`config.mk`:
```
export PLATFORM = sky130hd
export DESIGN_NAME = fb_scaler_copy
export DESIGN_NICKNAME = d
export VERILOG_FILES = /design/src/rtl/fb_scaler_copy.sv
export SDC_FILE = /design/constraint.sdc
export NUM_CORES = 1
export LEC_CHECK = 0
export ABC_AREA = 0
export CAP_MARGIN = 15
export CELL_PAD_IN_SITES_DETAIL_PLACEMENT = 0
export CELL_PAD_IN_SITES_GLOBAL_PLACEMENT = 1
export CORE_ASPECT_RATIO = 0.9
export CORE_MARGIN = 2
export CORE_UTILIZATION = 42
export CTS_CLUSTER_SIZE = 12
export DETAILED_ROUTE_END_ITERATION = 6
export PLACE_DENSITY_LB_ADDON = 0.2
export SYNTH_ARGS = -nofsm -noshare
export SYNTH_HDL_FRONTEND = slang
export SYNTH_SLANG_ARGS = --single-unit
```
`constraint.sdc`:
```
create_clock -name clk -period 2.65 [get_ports clk]
set_input_delay 0.3975 -clock clk [delete_from_list [all_inputs] [get_ports clk]]
set_output_delay 0.3975 -clock clk [all_outputs]
set_load 0.005 [all_outputs]
```
`src/rtl/fb_scaler_copy.sv`:
```
// fb_scaler_copy: streams the display area from main RAM into framebuffer RAM,
// one byte per cycle, with optional 2x pixel doubling or a clear-only mode.
module fb_scaler_copy #(
    parameter int unsigned SRC_BASE = 'h100,
    parameter int unsigned SRC_BPR  = 8,
    parameter int unsigned SRC_ROWS = 32,
    parameter int unsigned SCALE    = 1,
    parameter int unsigned FB_PITCH = 32,
    parameter int unsigned FB_AW    = 10,
    parameter int unsigned RAM_AW   = 12,
    parameter int unsigned RD_LAT   = 2
) (
    input  logic              clk,
    input  logic              reset,
    input  logic              start_signal,
    input  logic              clear_mode,
    output logic              busy,
    output logic              finished_signal,
    output logic [RAM_AW-1:0] main_ram_read_address,
    input  logic [7:0]        main_ram_out,
    output logic [FB_AW-1:0]  fb_write_address,
    output logic              fb_write_enable,
    output logic [7:0]        fb_ram_in
);

    localparam int unsigned ROWS_D     = SRC_ROWS * SCALE;
    localparam int unsigned COLS_D     = SRC_BPR * SCALE;
    localparam int unsigned ROW_W      = (ROWS_D > 1) ? $clog2(ROWS_D) : 1;
    localparam int unsigned COL_W      = (COLS_D > 1) ? $clog2(COLS_D) : 1;
    localparam int unsigned SH         = (SCALE == 2) ? 1 : 0;
    // Drain covers the read latency, the capture and write stages, and one
    // quiet cycle before the completion pulse.
    localparam int unsigned DRAIN_LAST = RD_LAT + 2;
    localparam int unsigned DCNT_W     = $clog2(DRAIN_LAST + 1);

    typedef enum logic [1:0] {S_IDLE, S_RUN, S_DRAIN, S_DONE} state_t;

    state_t                       r_state;
    state_t                       w_next;
    logic [ROW_W-1:0]             r_row;
    logic [COL_W-1:0]             r_col;
    logic [DCNT_W-1:0]            r_dcnt;
    logic                         r_clear;
    logic                         w_issue;
    logic                         w_last;
    logic                         w_col_last;

    logic [RD_LAT-1:0]            r_pv;
    logic [RD_LAT-1:0]            r_pn;
    logic [RD_LAT-1:0][FB_AW-1:0] r_pa;

    logic                         r_cv;
    logic                         r_cn;
    logic [FB_AW-1:0]             r_ca;
    logic [7:0]                   r_cd;
    logic [3:0]                   w_nib;
    logic [7:0]                   w_wdata;

    assign w_issue    = (r_state == S_RUN);
    assign w_col_last = (r_col == COL_W'(COLS_D - 1));
    assign w_last     = w_col_last && (r_row == ROW_W'(ROWS_D - 1));

    // State register.
    always_ff @(posedge clk or posedge reset) begin
        if (reset) r_state <= S_IDLE;
        else       r_state <= w_next;
    end

    // Next-state logic.
    always_comb begin
        w_next = r_state;
        case (r_state)
            S_IDLE:  if (start_signal) w_next = S_RUN;
            S_RUN:   if (w_last) w_next = S_DRAIN;
            S_DRAIN: if (r_dcnt == DCNT_W'(DRAIN_LAST)) w_next = S_DONE;
            S_DONE:  w_next = S_IDLE;
            default: w_next = S_IDLE;
        endcase
    end

    // Destination row/column walk, drain counter and latched mode.
    always_ff @(posedge clk or posedge reset) begin
        if (reset) begin
            r_row   <= '0;
            r_col   <= '0;
            r_dcnt  <= '0;
            r_clear <= 1'b0;
        end else begin
            case (r_state)
                S_IDLE: begin
                    if (start_signal) begin
                        r_row   <= '0;
                        r_col   <= '0;
                        r_clear <= clear_mode;
                    end
                end
                S_RUN: begin
                    r_dcnt <= '0;
                    if (w_col_last) begin
                        r_col <= '0;
                        r_row <= r_row + ROW_W'(1);
                    end else begin
                        r_col <= r_col + COL_W'(1);
                    end
                end
                S_DRAIN: r_dcnt <= r_dcnt + DCNT_W'(1);
                default: ;
            endcase
        end
    end

    // Read issue plus write-address/nibble delay line matching the RAM latency.
    always_ff @(posedge clk or posedge reset) begin
        if (reset) begin
            main_ram_read_address <= '0;
            r_pv                  <= '0;
            r_pn                  <= '0;
            r_pa                  <= '0;
        end else begin
            if (w_issue) begin
                main_ram_read_address <= RAM_AW'(32'(SRC_BASE)
                                         + (32'(r_row) >> SH) * 32'(SRC_BPR)
                                         + (32'(r_col) >> SH));
            end
            r_pv[0] <= w_issue;
            r_pn[0] <= (SCALE == 2) && r_col[0];
            r_pa[0] <= FB_AW'(32'(r_row) * 32'(FB_PITCH) + 32'(r_col));
            for (int unsigned i = 1; i < RD_LAT; i++) begin
                r_pv[i] <= r_pv[i-1];
                r_pn[i] <= r_pn[i-1];
                r_pa[i] <= r_pa[i-1];
            end
        end
    end

    // Capture read data alongside its delayed address.
    always_ff @(posedge clk or posedge reset) begin
        if (reset) begin
            r_cv <= 1'b0;
            r_cn <= 1'b0;
            r_ca <= '0;
            r_cd <= '0;
        end else begin
            r_cv <= r_pv[RD_LAT-1];
            r_cn <= r_pn[RD_LAT-1];
            r_ca <= r_pa[RD_LAT-1];
            r_cd <= main_ram_out;
        end
    end

    // Pixel doubling / clear data path.
    always_comb begin
        w_nib   = r_cn ? r_cd[3:0] : r_cd[7:4];
        w_wdata = r_cd;
        if (SCALE == 2) begin
            w_wdata = {w_nib[3], w_nib[3], w_nib[2], w_nib[2],
                       w_nib[1], w_nib[1], w_nib[0], w_nib[0]};
        end
        if (r_clear) w_wdata = 8'h00;
    end

    // Registered framebuffer write port and status outputs.
    always_ff @(posedge clk or posedge reset) begin
        if (reset) begin
            fb_write_enable  <= 1'b0;
            fb_write_address <= '0;
            fb_ram_in        <= '0;
            busy             <= 1'b0;
            finished_signal  <= 1'b0;
        end else begin
            fb_write_enable  <= r_cv;
            fb_write_address <= r_ca;
            fb_ram_in        <= w_wdata;
            busy             <= (r_state == S_RUN) ||
                                ((r_state == S_DRAIN) && (w_next != S_DONE));
            finished_signal  <= (w_next == S_DONE);
        end
    end

endmodule

```
Word-level counts from Yosys, hierarchy flattened
Cells that the tools add are included.
{ "op_classes": {"addsub": 6, "eq_ne": 10, "muxes": 12, "reduce_logical": 9} }
{ "ops": {"columns": ["operator", "count"], "rows": [
  ["$pmux W3 S2", 2],
  ["$add A10 B3 Y11", 1],
  ["$add A10 B3 Y10", 1],
  ["$add A9 B8 Y10 const A", 1],
  ["$mux W5", 2],
  ["$pmux W5 S2", 1],
  ["$mux W8", 1],
  ["$pmux W2 S4", 1],
  ["$add A3 B1 Y3 const B", 2],
  ["$eq A2 B2 Y1 const B", 3],
  ["$eq A3 B3 Y1 const B", 2],
  ["$mux W2", 3],
  ["$mux W3", 2],
  ["$add A5 B1 Y5 const B", 1],
  ["$eq A5 B5 Y1 const B", 1],
  ["$ne A2 B2 Y1 const B", 2],
  ["$reduce_and A2 Y1", 2],
  ["$reduce_bool A2 Y1", 2],
  ["$reduce_and A3 Y1", 1],
  ["$eq A2 B1 Y1 const B", 1],
  ["$logic_and A1 B1 Y1", 2],
  ["$logic_not A2 Y1", 1],
  ["$ne A2 B1 Y1 const B", 1],
  ["$logic_or A1 B1 Y1", 1]
]} }
{ "word_totals": {"reg_bits": 88, "in_bits": 12, "output_inout_bits": 33, "wordCells": 54} }

Depth between registers and ports, before layout
{ "depth": {"depth_word": 7, "ltp_mapped": 7, "depth_no_buf": 7} }

Least setup slack after synthesis
No wires, ideal clock.
{ "synth_path": {"path_kind": "flip-flop to flip-flop", "start": "reg r_row[0]", "end": "reg finished_signal", "setup_time_ns": 0.119, "arrival_time_ns": 1.393, "required_ns": 2.531, "setup_slack_ns": 1.138, "path_stages_with_launch": 7, "path_buffers": 0, "synth_period_minus_slack_ns": 1.512, "cell_sequence": "dfrtp_1 -> ha_1 -> and3_1 -> ha_1 -> a31oi_1 -> o22ai_1 -> and2_1"} }
{ "synth_between": {"elab_chain_cells": 5} }
{ "synth_lines": {"columns": ["item", "line", "source"], "rows": [
  ["start: declaration", "40", "logic [ROW_W-1:0] r_row;"],
  ["start signal: assignment", "101", "r_row <= r_row + ROW_W'(1);"],
  ["$eq A5 B5 Y1", "61", "assign w_last = w_col_last && (r_row == ROW_W'(ROWS_D - 1));"],
  ["$logic_and A1 B1 Y1", "61", null],
  ["$mux W2", "74", "S_RUN: if (w_last) w_next = S_DRAIN;"],
  ["$pmux W2 S4", "72", "case (r_state)"],
  ["net w_next[1]", "39", "state_t w_next;"],
  ["$eq A2 B2 Y1", "176", "finished_signal <= (w_next == S_DONE);"],
  ["end signal: assignment", "176", null],
  ["end: declaration", "18", "output logic finished_signal,"]
]} }
The timed path passes the listed nets, and every way through them passes these cells.
A chain may end at the register's enable or synchronous reset.

Worst setup path in the final report
{ "layout_path": {"start": "reg r_state[1]", "end": "reg finished_signal"} }
{ "layout_between": {"elab_chain_cells": 3, "elab_cells_between_ends": 9, "classes_between": "eq/ne: 4; mux: 4; reduce/logical: 1"} }
{ "layout_lines": {"columns": ["item", "line", "source"], "rows": [
  ["start: declaration", "38", "state_t r_state;"],
  ["start signal: assignment", "66", "else r_state <= w_next;"],
  ["$eq A2 B1 Y1", null, null],
  ["net w_issue", "44", "logic w_issue;"],
  ["$pmux W2 S4", "72", null],
  ["net w_next[1]", "39", null],
  ["$eq A2 B2 Y1", "176", null]
]} }
The timed path passes the listed nets, and every way through them passes these cells.

==> impl_summary.md <==
Die
The die outline area is 6820 sq um. The initial utilization of the core area, before any placement, comes to 0.429. The floorplan row count is 27. The standard cell core area is 6050 sq um.

The die is 86.8 microns wide. The I/O pin total is 45. The height of the die is 78.6 microns.

STA
The final setup skew is 0.00631 ns. The worst slew margin relative to its limit is 0.483. Setup repair after global routing left no endpoint under its margin.

The time the worst path needs with I/O delays and setup is around 1.9 ns. At the pin with the least slew margin, the transition time is 0.775 ns. The post-route clock period utilization is 0.703. The achievable frequency is 537 MHz.

The tightest hold margin is 0.344 ns. The setup TNS is 0 ns. Setup violations remaining at the end of the flow were counted as 0. The final max-slew violation count came to 0. The total count of hold-check failures in the final report is 0.

Critical path
The setup path with the least slack is of type flip-flop to flip-flop. Walking the worst path, the cells encountered are inv_1 > ha_1 > a31oi_1 > o22ai_1 > and2_1. The worst endpoint data arrival time is 2.14 ns. The number of buffers and inverters on the critical path is 1. The total number of cells along the worst setup path is 5. On the critical path, the stage with the largest delay is an instance of ha_1. Counting cells, the worst reg-to-reg path comes to 5. Of all nets on the critical path, the largest fanout is 19.

The critical path startpoint category is a flip-flop. The category of the worst setup path capture point is a flip-flop. For this run, the slowest stage of the critical path takes 0.67 ns. The largest delay contributor family on the critical path is adder cells. At the worst endpoint, the required time is 2.93 ns.

Power and ir drop
The switching power summed over all nets is 0.819 mW. The switching part of the total is 0.268. The total leakage power is 1.51 nW. The relative contribution of combinational cells to total power is 0.212. The power share of the clock group is 0.279.

The sequential fraction of design power is 0.509. Cell internal power was estimated by the tool at 2.24 mW. The total power density per cell area is 941 nW/um^2. IR analysis of the VDD net gives a maximum drop of 0.000361 V.

Global routing
Entering global routing, the biggest net connects 37 pins. The number of antenna violations at the first check in global routing was 0. The number of global-route vias before repair is ~1,500.

For this run, the total global-route usage over all layers was measured as 0.135. After global routing the overflow that remains totals 0. The wire length of the first global-routing pass is 6.95 mm.

Clock tree
The cell chosen for the clock root is clkbuf_8. Clock-pin slew was measured on the worst setup and hold paths at 0.08 ns. The insertion delay to the later sink of the worst-skew pair is 0.33 ns. TritonCTS built the clock tree.

The post-CTS setup buffer count is 0. The number of buffers added by the clock tree synthesis step is 9. The maximum number of buffers from clock root to sink is 2. The total of cells resized after clock tree synthesis is 0.

The tree built by TritonCTS fans out to 77 sinks. The hold-fix buffer count after cts is 0. The H-tree depth is 3.

Drt
Dividing the detail-routed via count by the number of cells gives between 4 and 5. For this run, the detailed router's first-pass iteration total came to 4. The remaining number of nets flagged by the antenna check after routing is 0.

The wire length after detailed routing is 3.97 mm. For this block, the initial DRC count from the detailed router was 62. For this block, the via count after detailed routing is 1,407. Dividing the detail-routed wire length by the instance count gives ~14 microns. After detailed routing, the number of remaining DRC violations is 0.

Finish
The top cell types in the final layout, fill and taps aside, are dfrtp_1 (77), clkdlybuf4s50_1 (39), mux2_2 (9), ha_1 (9), clkbuf_8 (9). After filler insertion, the fill cell instance count of the layout stands at 496. The final cell utilization of the core is 0.537.

The area growth from synthesis to layout is 25.2%. The register area is just under 2000 sq um. The number of inserted diodes is 0. The number of nets in the layout is 237. The library cell used most frequently in the layout, excluding fill and tap cells, is dfrtp_1. Of the cells placed in the final design, the portion with a size suffix greater than 1 is 0.145. The area of the multi-input gates is 573 sq um.

Logic synthesis
Dividing the synthesized area by the synthesized cell count gives 15.3 sq um. The number of synthesized flops with an enable pin is 0. The async set-or-reset flop fraction in the synthesized netlist is 1.00. After synthesis, the netlist uses 29 different library cells. Counting every instance in the synthesized netlist gives 169.

The flip-flop cell with the highest count after synthesis is dfrtp_1. The number of synthesized register bits is 77. The post-synthesis sequential area ratio is 0.743. During synthesis, Yosys emitted a total of 0 warnings.

Summing every instance area after synthesis gives 2590 sq um.

Run status
The flow ran to the end, and the final reports show no timing, DRC or antenna violations.

Hold path
The type of the worst min-delay path is flip-flop to flip-flop. The instance count along the most critical hold path is 0.

Placement
The quantity of I/O buffers inserted on ports is 39. Once detailed placement completed, the half-perimeter wirelength came to 2.69 mm. At the end of routability-driven placement, the weighted congestion stood at 0.832.

Flow run
The number of maximum-capacitance constraint violations is 0.
## state kept, by name, indices dropped and copies added, names as in the netlist
register	cells
r_pa	16
main_ram_read_address	9
fb_ram_in	8
fb_write_address	8
r_ca	8
r_cd	8
r_row	5
r_col	3
r_dcnt	3
r_pv	2
r_state	2
busy	1
fb_write_enable	1
finished_signal	1
r_clear	1
r_cv	1
## power groups by stage
stage	Clock (mW)	Sequential (mW)	Combinational, mW
floorplan	0	1.56	0.341
global placement	0	1.57	0.626
detailed placement	0	1.59	0.653
CTS	0.891	1.56	0.657
global route	0.946	1.59	0.708
finish	0.853	1.56	0.646
## Yosys cell counts (2+ instances only)
cell      number  area, sq um
nand3_1        6         30.0
o21ai_1        2         10.0
nor2b_1        8         50.1
ha_1           9          113
nand2_1        6         22.5
o21ai_2        2         17.5
dfrtp_1       77         1930
buf_2          3         15.0
buf_4          5         37.5
a22o_1         5         43.8
mux2_2         9          101
buf_6          2         22.5
inv_1          9         33.8
o21ai_0        8         40.0
nand2b_1       2         12.5
a32o_1         3         30.0
## final timing paths
path                       startpoint  slack (ns)               to
hold / removal               r_pa[18]        0.34          r_ca[8]
setup / recovery           r_state[1]        0.79  finished_signal
setup reg to reg           r_state[1]        0.79  finished_signal
min in group asynchronous       reset        0.43     fb_ram_in[6]
max in group asynchronous       reset        1.59        r_dcnt[0]
hold reg to reg              r_pa[18]        0.34          r_ca[8]
## stage by stage
step | cells | power, mW | cell area [sq um] | worst slack [ns]
floorplan | 173 | 1.90 | 2610 | 0.286
global placement | 277 | 2.19 | 3050 | 0.882
detailed placement | 277 | 2.24 | 3050 | 0.807
CTS | 293 | 3.11 | 3250 | 0.783
global route | 293 | 3.25 | 3250 | 0.583
finish | 293 | 3.05 | 3250 | 0.787
## logic make-up after synthesis
kind of cell / share of synthesized area
buf+inv: 0.0420
other cells: 0.00145
compound gates: 0.0685
simple gates: 0.0627
fa+ha+maj: 0.0434
mux: 0.0391
flops: 0.743
## final cells by class
class                   instances  share of cell area
multi-input cells              77               0.176
clock inverters                 6              0.0216
repair buffers                 42               0.131
inverters                       9              0.0104
clock buffers                  10              0.0393
flip-flops and latches         77               0.593
well taps                      72              0.0277
## routing by layer
| metal | GRT usage | up-vias | share of wire |
|---|---|---|---|
| met1 | 0.163 | 706 | 0.44 |
| li1 | - | 657 | - |
| met4 | 0.0516 | 0 | 0.013 |
| met2 | 0.206 | 39 | 0.49 |
| met5 | 0 | - | 0 |
| met3 | 0.0662 | 5 | 0.062 |
(Power assumes the default switching activity.)
